--- src/rtl/matrix_frame_serializer_if.sv ---
// Serializer link bundle: frame control, pc_matrix address, board memory
// and the bit-serial Arduino side.
interface matrix_frame_serializer_if #(
  parameter int WORD_W = 16
);
  logic              start;
  logic [15:0]       addr;
  logic [WORD_W-1:0] mem_data;
  logic              arduino_ack;
  logic              pc_advance;
  logic              ser_clk;
  logic              ser_data;
  logic              word_valid;
  logic              frame_done;
  logic              busy;

  modport master (
    output start, addr, mem_data, arduino_ack,
    input  pc_advance, ser_clk, ser_data,
    input  word_valid, frame_done, busy
  );

  modport slave (
    input  start, addr, mem_data, arduino_ack,
    output pc_advance, ser_clk, ser_data,
    output word_valid, frame_done, busy
  );
endinterface

--- src/rtl/matrix_frame_serializer.sv ---
// Walks the board memory one address per word, shifts each word MSB-first
// to the Arduino, and advances pc_matrix after a four-phase word handshake.
module matrix_frame_serializer #(
  parameter int          CLK_DIV     = 4,
  parameter int          MEM_LATENCY = 1,
  parameter logic [15:0] MAX_ADDR    = 16'h00FF,
  parameter int          WORD_W      = 16
) (
  input logic                     clk,
  input logic                     reset_arduino,
  matrix_frame_serializer_if.slave bus
);

  localparam int BW = $clog2(WORD_W + 1);
  localparam logic [7:0] DIV_END = 8'(CLK_DIV - 1);
  localparam logic [2:0] LAT_END =
    3'((MEM_LATENCY > 0) ? MEM_LATENCY - 1 : 0);

  typedef enum logic [2:0] {
    IDLE, FETCH, LOAD, SHIFT,
    HANDSHAKE, RELEASE, ADVANCE, DONE
  } state_t;

  state_t            state;
  logic [WORD_W-1:0] sreg;
  logic [BW-1:0]     bit_cnt;
  logic [7:0]        div_cnt;
  logic [2:0]        lat_cnt;
  logic              last;
  logic              ack_meta;
  logic              ack_s;
  logic              pc_advance;
  logic              ser_clk;
  logic              ser_data;
  logic              word_valid;
  logic              frame_done;
  logic              busy;

  always_ff @(posedge clk or negedge reset_arduino) begin
    if (!reset_arduino) begin
      state      <= IDLE;
      sreg       <= '0;
      bit_cnt    <= '0;
      div_cnt    <= '0;
      lat_cnt    <= '0;
      last       <= 1'b0;
      ack_meta   <= 1'b0;
      ack_s      <= 1'b0;
      pc_advance <= 1'b0;
      ser_clk    <= 1'b0;
      ser_data   <= 1'b0;
      word_valid <= 1'b0;
      frame_done <= 1'b0;
      busy       <= 1'b0;
    end else begin
      ack_meta <= bus.arduino_ack;
      ack_s    <= ack_meta;
      unique case (state)
        IDLE: begin
          if (bus.start) begin
            state   <= FETCH;
            busy    <= 1'b1;
            lat_cnt <= '0;
          end
        end
        FETCH: begin
          if (MEM_LATENCY == 0 || lat_cnt == LAT_END)
            state <= LOAD;
          else
            lat_cnt <= lat_cnt + 3'd1;
        end
        LOAD: begin
          sreg     <= bus.mem_data;
          last     <= (bus.addr == MAX_ADDR);
          bit_cnt  <= BW'(WORD_W);
          div_cnt  <= '0;
          ser_clk  <= 1'b0;
          ser_data <= bus.mem_data[WORD_W-1];
          state    <= SHIFT;
        end
        SHIFT: begin
          if (div_cnt == DIV_END) begin
            div_cnt <= '0;
            if (!ser_clk) begin
              ser_clk <= 1'b1;
            end else begin
              // Data only moves on the falling edge of ser_clk.
              ser_clk <= 1'b0;
              sreg    <= sreg << 1;
              bit_cnt <= bit_cnt - BW'(1);
              if (bit_cnt == BW'(1)) begin
                ser_data   <= 1'b0;
                word_valid <= 1'b1;
                state      <= HANDSHAKE;
              end else begin
                ser_data <= sreg[WORD_W-2];
              end
            end
          end else begin
            div_cnt <= div_cnt + 8'd1;
          end
        end
        HANDSHAKE: begin
          if (ack_s) begin
            word_valid <= 1'b0;
            state      <= RELEASE;
          end
        end
        RELEASE: begin
          if (!ack_s) begin
            pc_advance <= 1'b1;
            state      <= ADVANCE;
          end
        end
        ADVANCE: begin
          pc_advance <= 1'b0;
          if (last) begin
            frame_done <= 1'b1;
            state      <= DONE;
          end else begin
            lat_cnt <= '0;
            state   <= FETCH;
          end
        end
        DONE: begin
          frame_done <= 1'b0;
          busy       <= 1'b0;
          state      <= IDLE;
        end
        default: state <= IDLE;
      endcase
    end
  end

  assign bus.pc_advance = pc_advance;
  assign bus.ser_clk    = ser_clk;
  assign bus.ser_data   = ser_data;
  assign bus.word_valid = word_valid;
  assign bus.frame_done = frame_done;
  assign bus.busy       = busy;

endmodule

--- src/flat_wrapper.sv ---
// flat-port wrapper written by rule: the top's interface ports become plain ports
module matrix_frame_serializer_flat 
#(
  parameter int          CLK_DIV     = 4,
  parameter int          MEM_LATENCY = 1,
  parameter logic [15:0] MAX_ADDR    = 16'h00FF,
  parameter int          WORD_W      = 16
)
  (clk, reset_arduino, bus_start, bus_addr, bus_mem_data, bus_arduino_ack, bus_pc_advance, bus_ser_clk, bus_ser_data, bus_word_valid, bus_frame_done, bus_busy);
  matrix_frame_serializer_if #(.WORD_W(WORD_W)) bus_i ();
  input logic clk;
  input logic reset_arduino;
  input wire logic [$bits(bus_i.start)-1:0] bus_start;
  input wire logic [$bits(bus_i.addr)-1:0] bus_addr;
  input wire logic [$bits(bus_i.mem_data)-1:0] bus_mem_data;
  input wire logic [$bits(bus_i.arduino_ack)-1:0] bus_arduino_ack;
  output wire logic [$bits(bus_i.pc_advance)-1:0] bus_pc_advance;
  output wire logic [$bits(bus_i.ser_clk)-1:0] bus_ser_clk;
  output wire logic [$bits(bus_i.ser_data)-1:0] bus_ser_data;
  output wire logic [$bits(bus_i.word_valid)-1:0] bus_word_valid;
  output wire logic [$bits(bus_i.frame_done)-1:0] bus_frame_done;
  output wire logic [$bits(bus_i.busy)-1:0] bus_busy;
  assign bus_i.start = bus_start;
  assign bus_i.addr = bus_addr;
  assign bus_i.mem_data = bus_mem_data;
  assign bus_i.arduino_ack = bus_arduino_ack;
  assign bus_pc_advance = bus_i.pc_advance;
  assign bus_ser_clk = bus_i.ser_clk;
  assign bus_ser_data = bus_i.ser_data;
  assign bus_word_valid = bus_i.word_valid;
  assign bus_frame_done = bus_i.frame_done;
  assign bus_busy = bus_i.busy;
  matrix_frame_serializer #(.CLK_DIV(CLK_DIV), .MEM_LATENCY(MEM_LATENCY), .MAX_ADDR(MAX_ADDR), .WORD_W(WORD_W)) u_core (.clk(clk), .reset_arduino(reset_arduino), .bus(bus_i));
endmodule
--- config.mk ---
export PLATFORM = sky130hd
export DESIGN_NAME = matrix_frame_serializer_flat
export DESIGN_NICKNAME = d
export VERILOG_FILES = /design/src/rtl/matrix_frame_serializer_if.sv /design/src/rtl/matrix_frame_serializer.sv /design/src/flat_wrapper.sv
export SDC_FILE = /design/constraint.sdc
export NUM_CORES = 1
export LEC_CHECK = 0
export BUFFER_PORTS_ARGS = -buffer_cell sky130_fd_sc_hd__buf_2
export CORE_UTILIZATION = 30
export CTS_CLUSTER_SIZE = 10
export DETAILED_ROUTE_END_ITERATION = 6
export GPL_ROUTABILITY_DRIVEN = 0
export HOLD_SLACK_MARGIN = 0.08
export PLACE_DENSITY_LB_ADDON = 0.3
export SLEW_MARGIN = 20
export SYNTH_ARGS = -nofsm -noshare
export SYNTH_HDL_FRONTEND = slang
export SYNTH_SLANG_ARGS = --single-unit
--- constraint.sdc ---
create_clock -name clk -period 3.9 [get_ports clk]
set_input_delay 0.585 -clock clk [delete_from_list [all_inputs] [get_ports clk]]
set_output_delay 0.585 -clock clk [all_outputs]
set_load 0.05 [all_outputs]
Word-level counts from Yosys, hierarchy flattened
Index checks and enable logic that the tools add are counted.
Operators by class
  $add $sub $neg: 3
  eq/ne operators: 20
  multiplexer cells: 39
  reductions and logical operators: 16
Operators with widths (count)
  $mux 3: 11
  $mux 15: 2
  $pmux 15 s2: 1
  $pmux 3 s8: 1
  $eq 16x8->1 const B: 1
  $pmux 8 s2: 1
  $eq 3x3->1 const B: 4
  $mux 1: 12
  $ne 2x1->1 const B: 6
  $pmux 1 s2: 6
  $mux 5: 2
  $pmux 5 s2: 1
  $reduce_bool 2->1: 5
  $pmux 3 s3: 1
  $add 8x1->8 const B: 1
  $eq 8x2->1 const B: 1
  $mux 8: 1
  $ne 2x2->1 const B: 4
  $reduce_and 2->1: 4
  $reduce_and 7->1: 1
  $eq 3x2->1 const B: 2
  $logic_not 3->1: 2
  $eq 5x1->1 const B: 1
  $reduce_and 5->1: 1
  other kinds (6): 6
Storage, ports and cells
  flip-flop bits (word level): 43
  input port bits: 36
  output and inout bits: 6
  logic and storage cells: 92

Depth between registers and ports, before layout
Gate-level depths: netlist of the first run.
  depth after elaboration: 5
  depth in mapped cells: 6
  gate-level depth less buffers: 6

Worst setup path after synthesis of the first run
Ideal clock, no wire load.
  path type: reg2reg
  start: register u_core.ser_clk (netlist: u_core.bus.ser_clk)
  end: register u_core.ser_data (netlist: u_core.bus.ser_data)
  setup time: 0.082 ns
  data arrival time: 1.955 ns
  required time: 3.818 ns
  slack: 1.863 ns
  cell stages (with the launch flop): 6
  path buffers: 1
  clock period less this slack: 2.037 ns
  path through: dfrtp_1 or3b_2 o41ai_4 buf_6 nor2_1 a31oi_1
On the way
  word-level cells in the longest chain between the ends: 2
Ends and longest elaborated chain
  start, declared: line matrix_frame_serializer.sv:33  | logic ser_clk;
  start signal, assigned: line matrix_frame_serializer.sv:50  | ser_clk <= 1'b0;
  start signal, assigned: line matrix_frame_serializer.sv:77  | ser_clk <= 1'b0;
  start signal, assigned: line matrix_frame_serializer.sv:85  | ser_clk <= 1'b1;
  $ne 2x1->1 (no line)
  $reduce_and 3->1 (no line)
  end signal, assigned: line matrix_frame_serializer.sv:78  | ser_data <= bus.mem_data[WORD_W-1];
  end signal, assigned: line matrix_frame_serializer.sv:96  | ser_data <= sreg[WORD_W-2];
  end, declared: line matrix_frame_serializer.sv:34  | logic ser_data;
No other way between the ends.
A chain may end at the register's enable or synchronous reset.

Worst setup path in the final report of the first run
  start: register u_core.state[2]
  end: register u_core.div_cnt[5]
On the way
  word-level cells in the longest chain between the ends: 2
  elaborated cells on any way between the ends: 4
  classes of those cells: 2 x eq/ne; 1 x mux; 1 x reduce/logical
Ends and longest elaborated chain
  start, declared: line matrix_frame_serializer.sv:24  | state_t state;
  start signal, assigned: line matrix_frame_serializer.sv:41  | state <= IDLE;
  start signal, assigned: line matrix_frame_serializer.sv:61  | state <= FETCH;
  start signal, assigned: line matrix_frame_serializer.sv:68  | state <= LOAD;
  $eq 3x2->1: line matrix_frame_serializer.sv:58  | unique case (state)
  $pmux 8 s2 / $reduce_bool 2->1 (equally long branches)
  end signal, assigned: line matrix_frame_serializer.sv:100  | div_cnt <= div_cnt + 8'd1;
  end, declared: line matrix_frame_serializer.sv:27  | logic [7:0] div_cnt;
Several ways; a longest one is shown, not always the timed one.

==> results of run 1 <==
cell usage in the layout (no fill, tap or decap), drive strengths merged, types with 2 or more instances in the layout:
master  netlist  final
dfrtp        43     43
o21ai         9      9
and3          3      3
nor2         20     20
or3b          2      2
nor2b         3      3
ha            5      5
o41ai         3      3
a22o          4      4
a21oi         9      9
nand4         7      7
xnor2         2      2
o22ai         3      3
nand3         6      6
a41oi         2      2
nand2b        8      8
clkbuf        9      6
nor4          2      2
mux2i         2      2
buf           3     44
inv          10     10
mux2          2      2
a31oi        22     22
nor3          2      2
nand2        45     45
final cells by class:
class | count | area, µm² | area share
clock buffer | 6 | 72.6 | 0.0283
multi-input combinational | 172 | 1010 | 0.395
sequential | 43 | 1080 | 0.420
timing repair buffer | 44 | 230 | 0.0899
inverter | 10 | 37.5 | 0.0147
tap | 96 | 120 | 0.0469
clock inverter | 2 | 12.5 | 0.00489
cells by family (layout without fill, tap and decap cells):
kind of cell	Yosys count	count (layout)	share of synthesized area
xor+xnor	2	2	0.00801
compound gates	57	57	0.176
mux	4	4	0.0194
fa+ha+maj	5	5	0.0286
flops	43	43	0.492
simple gates	104	104	0.230
buf+inv	22	62	0.0463
critical path, cell delays in order (launching register included):
cell,delay (ps)
dfrtp_1,490
nand2b_1,380
nor2_1,570
buf_4,290
a41oi_1,130
a31oi_1,160
layer usage:
layer | vias up | part of all wire | track usage
li1 | 921 | - | -
met1 | 867 | 0.49 | 0.184
met2 | 27 | 0.47 | 0.231
met3 | 2 | 0.033 | 0.0294
met4 | 0 | 0.0051 | 0.0402
met5 | - | 0 | 0
registers in the layout (all words and copies together), names as in the netlist, 3 cells and up:
name and cells:
u_core.sreg 15, u_core.div_cnt 8, u_core.lat_cnt 3, u_core.bit_cnt 5
u_core.state 3
power by group:
group / leakage (nW) / internal (mW) / total, mW / switching (mW)
registers: 0.526 / 0.452 / 0.456 / 0.00358
logic: 0.634 / 0.0165 / 0.0349 / 0.0184
clock network: 0.0412 / 0.125 / 0.277 / 0.151
total: 1.20 / 0.594 / 0.767 / 0.173
stage by stage:
step,std cells,utilization,power (mW)
floorplan,237,-,0.472
global placement,365,0.358,0.500
detailed placement,365,0.358,0.501
CTS,373,0.370,0.783
global route,373,0.371,0.808
finish,373,0.371,0.767
path summary, 6_finish.rpt:
path,startpoint,end,slack [ps]
setup / recovery,u_core.state[2],u_core.div_cnt[5],1820
hold / removal,reset_arduino,u_core.div_cnt[6],260
setup reg to reg,u_core.state[2],u_core.div_cnt[5],1820
hold reg to reg,u_core.ack_meta,u_core.ack_s,350
max in group asynchronous,reset_arduino,u_core.state[2],3260
min in group clk,u_core.ack_meta,u_core.ack_s,350
==> metrics.md, run 1 <==
| Metric | Value |
|---|---|
| WP data arrival | `roughly 2300 ps` |
| Clk sinks | `43` |
| Slew Limit Fails | `0` |
| Setup WS pre-CTS | `about 1800 ps` |
| Max-Cap Viols | `0` |
| DRT antenna net count | `0` |
| Top Ports | `42` |
| Crit path kind | `reg2reg` |
| Number of hold buffers added after cts | `0` |
| Most used flip-flop cell after synthesis | `dfrtp_1` |
| I/O Buffers | `41` |
| Synth area leaders | `dfrtp_1, nand2_1, a31oi_1, nor2_1, ha_1` |
| Dpl hpwl | `~3.2 mm` |
| Clock Root Buffer | `clkbuf_8` |
| Post-route DRC | `0` |
| Hold Vio Cnt, Final | `0` |
| Die X | `roughly 87 µm` |
| Routed length per instance | `12.6 µm` |
| Min Tclk post-route | `2080 ps` |
| YS warnings | `0` |
| Status | `finished, final reports clean` |
| Synth Net Count | `approximately 280` |
| Mapped Area | `0.00219 mm²` |
| Clk slew on worst S/H paths | `80 ps` |
| Layout cells sized above 1 | `0.209` |
| Vias per inst | `approximately 4.9` |
| First-pass GRT wire length | `around 8.3 mm` |
| CP Max Fanout | `12` |
| Post-CTS Setup Bufs | `0` |
| Drt pass-1 iters | `4` |
| Critical path startpoint category | `flip-flop` |
| Die height | `between 80 and 90 µm` |
| Slack of the critical path | `between 1500 and 2000 ps` |
| Vias in the first global route | `around 1800` |
| Htree depth | `2` |
| Hold WC Path Type | `in2async` |
| Post-Syn Instances | `237` |
| Cell row count | `30` |
| Fmax | `approximately 480 MHz` |
| Cell taking the most area after synthesis | `dfrtp_1` |
| Seq/Total Area, Yosys | `0.492` |
| Final period util | `0.534` |
| CTS tree | `yes` |
| Routed wire length | `4.69 mm` |
| Largest net degree at the start of global routing | `44` |
| Initial DRC count | `90` |
| Worst-Skew Late Latency | `approximately 290 ps` |
| Count of flip-flops with a built-in enable after synthesis | `0` |
| CP endpoint kind | `flip-flop` |
| Synth cell count leaders | `nand2_1, dfrtp_1, a31oi_1, nor2_1, inv_1` |
| Final setup viols | `0` |
| #FFs+latches synth | `43` |
| Area growth syn-to-layout | `17.0%` |
| Remaining Overflow, GRT | `0` |
| Setup_tns | `0 ps` |
| Gr usage total | `0.140` |
| Yosys top cell area share | `0.492` |
| Leak pwr | `about 1.2 nW` |
| Fillers | `between 700 and 800` |
| RSZ-0062 raised after global routing | `false` |
| Inserted Diodes | `0` |
| CP required | `a little over 4000 ps` |
| Number of antenna violations at the first check in global routing | `0` |
| # resized after CTS | `0` |
| NumNets Final | `roughly 320` |
| Die ar. | `roughly 0.0076 mm²` |
| Post-synth ARST share | `1.00` |
| Clock skew | `about 6.7 ps` |
| Least-Margin Pin Slew | `approximately 700 ps` |
| Fin area | `between 0.002 and 0.003 mm²` |
| Reg2reg path depth | `5` |
| Core area | `0.00691 mm²` |
| Avg Inst Size Synth | `around 9 µm²` |
| P per Cell Area | `about 300 mW/mm²` |
| Worst hold margin | `262 ps` |
| Unique masters post-synth | `38` |
| Total number of vias | `1817` |
| Placed cell areas | `0.00247 mm²` |
| Top-count cell post-synth | `nand2_1` |
| Starting Density | `0.317` |
| Num CTS Buffers | `5` |
| Max transition margin | `0.518` |
| Peak supply drop | `roughly 0.00015 V` |
| Clock Path Buffers | `2` |
Note: power is estimated with default switching activity, not from simulation.
==> run 2, diff against run 1 <==
clock period = 2.19 ns   (was 3.9 ns; I/O delays follow)
==> metrics.md, run 2 (synthesized netlist as in run 1, its figures left out) <==
| Metric | Value |
|---|---|
| Crit path kind | `reg2reg (unchanged)` |
| Clk slew on worst S/H paths | `80 ps (about the same)` |
| Hold WC Path Type | `in2reg (was in2async)` |
| Num CTS Buffers | `5 (unchanged)` |
| Reg-to-reg startpoint | `u_core.div_cnt[0] (was u_core.state[2])` |
| P per Cell Area | `569 mW/mm² (was 300 mW/mm²)` |
| CP endpoint kind | `flip-flop (unchanged)` |
| Least-Margin Pin Slew | `767 ps (was 718 ps)` |
| Critical path startpoint category | `flip-flop (unchanged)` |
| Worst-Skew Late Latency | `290 ps (about the same)` |
| Critical Path Sink | `u_core.div_cnt[4] (was u_core.div_cnt[5])` |
| Cell row count | `30 (unchanged)` |
| I/O Buffers | `41 (unchanged)` |
| DRT antenna net count | `0 (unchanged)` |
| Total number of vias | `1855 (was 1817)` |
| Fillers | `752 (was 740)` |
| Multi-input logic area | `0.00101 mm² (unchanged)` |
| Psw | `311 µW (was 173 µW)` |
| CP max stage cell | `a21oi_1 (was nor2_1)` |
| WP data arrival | `2160 ps (was 2300 ps)` |
| Cell repeated most along the worst path | `a21oi_1` |
| Layout cells sized above 1 | `0.229 (was 0.209)` |
| Clk pwr share | `0.421 (was 0.361)` |
| Final period util | `0.892 (was 0.534)` |
| Leak pwr | `1.26 nW (was 1.20 nW)` |
| Routed wire length | `4.75 mm (was 4.69 mm)` |
| Setup slack, reg-to-reg | `240 ps (was 1820 ps)` |
| Peak supply drop | `0.000386 V (was 0.000149 V)` |
| Initial DRC count | `96 (was 90)` |
| Slew Limit Fails | `0 (unchanged)` |
| Crit path largest cell delay | `600 ps (was 570 ps)` |
| Top Ports | `42 (unchanged)` |
| Max transition margin | `0.489 (was 0.518)` |
| Clock Path Buffers | `2 (unchanged)` |
| Routed length per instance | `12.5 µm (was 12.6 µm)` |
| Commonest non-fill, non-tap cell in the layout | `nand2_1 (unchanged)` |
| Starting Density | `0.317 (unchanged)` |
| Slack of the critical path | `235 ps (was 1820 ps)` |
| Most frequent cells in the layout | `nand2_1, dfrtp_1, buf_2 (unchanged)` |
| Min Tclk post-route | `1950 ps (was 2080 ps)` |
| Fmax | `512 MHz (was 480 MHz)` |
| Clock Root Buffer | `clkbuf_8 (unchanged)` |
| First-pass GRT wire length | `8.28 mm (was 8.34 mm)` |
| Max reg flops | `15 (unchanged)` |
| Internal Power | `1.21 mW (was 594 µW)` |
| Reg-to-Reg End | `u_core.div_cnt[4] (was u_core.div_cnt[5])` |
| Remaining Overflow, GRT | `0 (unchanged)` |
| Status | `finished, final reports clean (unchanged)` |
| Htree depth | `2 (unchanged)` |
| Setup WS pre-CTS | `263 ps (was 1800 ps)` |
| Number of antenna violations at the first check in global routing | `0 (unchanged)` |
| Worst-path cell chain | `ha_1, nor4b_2, buf_4, a21oi_1, a21oi_1, a31oi_1 (was nand2b_1, nor2_1, buf_4, a41oi_1, a31oi_1)` |
| Die height | `87.4 µm (unchanged)` |
| Reg power frac | `0.534 (was 0.594)` |
| Placed cell count | `371 (was 365)` |
| Comb power frac | `0.045 (about the same)` |
| Clock skew | `8.09 ps (was 6.68 ps)` |
| Total power | `1.52 mW (was 767 µW)` |
| Most flops, register | `u_core.sreg (unchanged)` |
| RSZ-0062 raised after global routing | `false (unchanged)` |
| CP Max Fanout | `10 (was 12)` |
| NumNets Final | `324 (was 317)` |
| Vias per inst | `4.88 (was 4.87)` |
| Post-route DRC | `0 (unchanged)` |
| Largest net degree at the start of global routing | `35 (was 44)` |
| Area growth syn-to-layout | `22.0% (was 17.0%)` |
| Gr usage total | `0.137 (was 0.140)` |
| Max-Cap Viols | `0 (unchanged)` |
| Vias in the first global route | `1754 (was 1814)` |
| CP startpoint | `u_core.div_cnt[0] (was u_core.state[2])` |
| CTS tree | `yes (unchanged)` |
| Dpl hpwl | `3.35 mm (was 3.25 mm)` |
| Core area | `0.00691 mm² (unchanged)` |
| Die X | `87.4 µm (unchanged)` |
| Top Registers | `u_core.sreg x15, u_core.div_cnt x8, u_core.bit_cnt x5 (unchanged)` |
| CP required | `2400 ps (was 4120 ps)` |
| Reg2reg path depth | `6 (was 5)` |
| Inserted Diodes | `0 (unchanged)` |
| Final setup viols | `0 (unchanged)` |
| Reg area | `0.00108 mm² (unchanged)` |
| Drt pass-1 iters | `5 (was 4)` |
| Sw Share | `0.205 (was 0.226)` |
| Setup_tns | `0 ps (unchanged)` |
| Clk sinks | `43 (unchanged)` |
| Hold Vio Cnt, Final | `0 (unchanged)` |
| Die ar. | `0.00764 mm² (unchanged)` |
| Fin cells | `380 (was 373)` |
run 2: repair_timing:
| action | CTS | global route |
|---|---|---|
| buffers inserted | 0 | 0 |
| hold buffers | 1 | 0 |
| gates resized for setup | 0 | 0 |
| hold endpoints to repair | 21 | 0 |
run 2: metal layers:
layer,global-route usage,part of all wire,vias up,wire length (µm)
met5,0,0,-,0
met1,0.197,0.51,870,2410
met2,0.210,0.44,49,2100
li1,-,-,934,-
met3,0.0313,0.047,2,222
met4,0.0268,0.0021,0,10
run 2: power by group through the flow:
| stage | Clock (mW) | Sequential [mW] | Combinational [mW] |
|---|---|---|---|
| CTS | 0.663 | 0.812 | 0.0706 |
| global placement | 0 | 0.827 | 0.0686 |
| detailed placement | 0 | 0.828 | 0.0691 |
| global route | 0.692 | 0.814 | 0.0785 |
| floorplan | 0 | 0.829 | 0.0110 |
| finish | 0.640 | 0.812 | 0.0680 |
run 2: how the worst min path moves through the flow:
stage	from	end	slack (ps)	cells past startpoint
2_1_floorplan	reset_arduino	u_core.ack_meta	30	0
3_3_place_gp	u_core.ack_meta	u_core.ack_s	330	0
5_1_grt	bus_arduino_ack	u_core.ack_meta	130	1
6_report	bus_arduino_ack	u_core.ack_meta	140	1
4_1_cts	bus_arduino_ack	u_core.ack_meta	130	1
3_5_place_dp	u_core.ack_meta	u_core.ack_s	340	0
run 2: critical path, delay by kind of cell (launching register included):
family                   cells  cell delay, ps
buffers and inverters        1             160
AO/OA/AOI/OAI                3             900
adder cells (fa/ha/maj)      1             250
AND/OR/NAND/NOR              1             170
flip-flops                   1             400
run 2: cell type report:
type | instances | area share
Clock buffer | 6 | 0.0309
Clock inverter | 2 | 0.0131
Inverter | 10 | 0.0141
Multi-Input combinational cell | 172 | 0.379
Sequential cell | 43 | 0.403
Tap cell | 96 | 0.0450
Timing Repair Buffer | 51 | 0.115
run 2: through the flow:
| stage | hold slack, ps | area [µm²] | util |
|---|---|---|---|
| 6_report | 141 | 2670 | 0.387 |
| 5_1_grt | 128 | 2670 | 0.387 |
| 4_1_cts | 130 | 2670 | 0.387 |
| 3_3_place_gp | 334 | 2540 | 0.368 |
| 3_5_place_dp | 342 | 2540 | 0.368 |
| 2_1_floorplan | 32.9 | 2190 | - |
==> run 3, diff against run 2 <==
ABC_AREA = 1   (was unset)
==> metrics.md, run 3 <==
| Metric | Value |
|---|---|
| Fmax | `540 MHz (was 512 MHz)` |
| Post-route DRC | `0 (unchanged)` |
| #FFs+latches synth | `43 (unchanged)` |
| Mapped Area | `0.00233 mm² (was 0.00219 mm²)` |
| Worst hold stages | `1 (unchanged)` |
| Psw | `1.56 mW (was 311 µW)` |
| Initial DRC count | `109 (was 96)` |
| Clk pwr share | `0.167 (was 0.421)` |
| Vias per inst | `4.61 (was 4.88)` |
| Synth Net Count | `363 (was 278)` |
| Hold Vio Cnt, Final | `0 (unchanged)` |
| Drt pass-1 iters | `4 (was 5)` |
| Synth cell count leaders | `nand2_1, dfrtp_1, nand3_1, nor2_1, inv_1 (was nand2_1, dfrtp_1, a31oi_1, nor2_1, inv_1)` |
| Unique masters post-synth | `24 (was 38)` |
| Slew Limit Fails | `0 (unchanged)` |
| Internal Power | `1.96 mW (was 1.21 mW)` |
| Most frequent cells in the layout | `nand2_1, dfrtp_1, buf_2 (unchanged)` |
| Commonest non-fill, non-tap cell in the layout | `nand2_1 (unchanged)` |
| CP Max Fanout | `25 (was 10)` |
| Least-Margin Pin Slew | `441 ps (was 767 ps)` |
| Post-CTS Setup Bufs | `0 (unchanged)` |
| Max-Cap Viols | `0 (unchanged)` |
| CP required | `2410 ps (was 2400 ps)` |
| Cell row count | `31 (was 30)` |
| Synth area leaders | `dfrtp_1, nand2_1, nand3_1, nor2_1, inv_1 (was dfrtp_1, nand2_1, a31oi_1, nor2_1, ha_1)` |
| Worst hold margin | `151 ps (was 141 ps)` |
| Clock Path Buffers | `2 (unchanged)` |
| Final setup viols | `0 (unchanged)` |
| Clock Root Buffer | `clkbuf_8 (unchanged)` |
| WP data arrival | `2080 ps (was 2160 ps)` |
| Area growth syn-to-layout | `18.8% (was 22.0%)` |
| Remaining Overflow, GRT | `0 (unchanged)` |
| Core area | `0.00737 mm² (was 0.00691 mm²)` |
| Top Registers | `u_core.sreg x15, u_core.div_cnt x8, u_core.bit_cnt x5 (unchanged)` |
| Reg power frac | `0.376 (was 0.534)` |
| Routed length per instance | `11.0 µm (was 12.5 µm)` |
| Htree depth | `2 (unchanged)` |
| Number of hold buffers added after cts | `1 (unchanged)` |
| Placed cell areas | `0.00266 mm² (was 0.00254 mm²)` |
| Reg2reg path depth | `8 (was 6)` |
| Die ar. | `0.00814 mm² (was 0.00764 mm²)` |
| Max reg flops | `15 (unchanged)` |
| Most flops, register | `u_core.sreg (unchanged)` |
| Status | `finished, final reports clean (unchanged)` |
| Die height | `90.2 µm (was 87.4 µm)` |
| Worst-Skew Late Latency | `290 ps (about the same)` |
| Sw Share | `0.444 (was 0.205)` |
| Max transition margin | `0.705 (was 0.489)` |
| Gr usage total | `0.139 (was 0.137)` |
| Vias in the first global route | `2095 (was 1754)` |
| Final period util | `0.846 (was 0.892)` |
| Routed wire length | `5.12 mm (was 4.75 mm)` |
| Post-Syn Instances | `322 (was 237)` |
| Min Tclk post-route | `1850 ps (was 1950 ps)` |
| Inserted Diodes | `0 (unchanged)` |
| # resized after CTS | `0 (unchanged)` |
| Cell taking the most area after synthesis | `dfrtp_1 (unchanged)` |
| Dpl hpwl | `3.68 mm (was 3.35 mm)` |
| Yosys top cell area share | `0.461 (was 0.492)` |
| Total power | `3.52 mW (was 1.52 mW)` |
| CTS tree | `yes (unchanged)` |
| DRT antenna net count | `0 (unchanged)` |
| Starting Density | `0.317 (about the same)` |
| YS warnings | `0 (unchanged)` |
| Number of antenna violations at the first check in global routing | `0 (unchanged)` |
| Top-count cell post-synth | `nand2_1 (unchanged)` |
| First-pass GRT wire length | `9.30 mm (was 8.28 mm)` |
| Die X | `90.2 µm (was 87.4 µm)` |
| Peak supply drop | `0.000325 V (was 0.000386 V)` |
| NumNets Final | `408 (was 324)` |
| Crit path kind | `reg2reg (unchanged)` |
| Leak pwr | `1.53 nW (was 1.26 nW)` |
| Layout cells sized above 1 | `0.163 (was 0.229)` |
| Comb power frac | `0.457 (was 0.045)` |
| Post-synth ARST share | `1.00 (unchanged)` |
| Most used flip-flop cell after synthesis | `dfrtp_1 (unchanged)` |
| RSZ-0062 raised after global routing | `false (unchanged)` |
| Total number of vias | `2150 (was 1855)` |
| Num CTS Buffers | `5 (unchanged)` |
| Fin area | `0.00277 mm² (was 0.00267 mm²)` |
| Critical path startpoint category | `flip-flop (unchanged)` |
| Seq/Total Area, Yosys | `0.461 (was 0.492)` |
| Clock skew | `7.36 ps (was 8.09 ps)` |
| Hold WC Path Type | `in2reg (unchanged)` |
| Clk sinks | `43 (unchanged)` |
| Fillers | `785 (was 752)` |
| Largest net degree at the start of global routing | `44 (was 35)` |
| Clk slew on worst S/H paths | `70 ps (was 80 ps)` |
| I/O Buffers | `41 (unchanged)` |
| Avg Inst Size Synth | `7.25 µm² (was 9.23 µm²)` |
| Top Ports | `42 (unchanged)` |
| CP endpoint kind | `flip-flop (unchanged)` |
| Setup_tns | `0 ps (unchanged)` |
| P per Cell Area | `1270 mW/mm² (was 569 mW/mm²)` |
| Count of flip-flops with a built-in enable after synthesis | `0 (unchanged)` |
==> run 3: final timing paths <==
check	startpoint	end	slack (ps)
max	u_core.state[1]	u_core.state[1]	340
min in group asynchronous	reset_arduino	u_core.lat_cnt[1]	540
max in group asynchronous	reset_arduino	u_core.sreg[2]	1430
max reg2reg	u_core.state[1]	u_core.state[1]	340
min reg2reg	u_core.ack_meta	u_core.ack_s	360
min	bus_arduino_ack	u_core.ack_meta	150
==> run 3: power by group through the flow <==
stage / registers (mW) / clock network, mW / logic (mW)
final: 1.33 / 0.588 / 1.61
after global routing: 1.37 / 0.643 / 1.86
after CTS: 1.33 / 0.612 / 1.63
after detailed placement: 1.34 / 0 / 1.63
after global placement: 1.33 / 0 / 1.61
after floorplan: 1.46 / 0 / 1.10
==> run 3: cells by family after synthesis <==
kind of cell,synth area share
buffers and inverters,0.0643
flip-flops,0.461
adder cells (fa/ha/maj),0.0268
AO/OA/AOI/OAI,0.0343
AND/OR/NAND/NOR,0.391
XOR/XNOR,0.0225
==> run 3: final cells by class <==
cell class / count / area (µm²) / share of cell area
Clock buffer: 6 / 72.6 / 0.0262
Clock inverter: 1 / 30.0 / 0.0108
Inverter: 24 / 90.1 / 0.0325
Multi-Input combinational cell: 245 / 1110 / 0.400
Sequential cell: 43 / 1080 / 0.388
Tap cell: 99 / 124 / 0.0447
Timing Repair Buffer: 48 / 273 / 0.0983
==> run 3: worst max-delay path, cell delays in order (launching register included) <==
cell	delay [ps]
dfrtp_1	490
nand2_2	130
nor2_4	240
inv_2	250
nor2_1	340
nor2_1	130
nand2_1	100
nand2_1	50
nand2_1	60
==> run 3: layer usage <==
layer / up-vias / part of all wire / wire length (µm) / GRT usage
met1: 978 / 0.49 / 2510 / 0.181
met2: 60 / 0.46 / 2340 / 0.227
met5: - / 0 / 0 / 0
li1: 1108 / - / - / -
met3: 4 / 0.042 / 216 / 0.0288
met4: 0 / 0.012 / 59 / 0.0497
==> run 3: through the flow <==
stage | util | setup slack (ps) | std cells
after floorplan | - | 835 | 322
after global placement | 0.361 | 429 | 458
after detailed placement | 0.361 | 351 | 458
final | 0.376 | 338 | 466
after CTS | 0.376 | 330 | 466
after global routing | 0.376 | 150 | 466
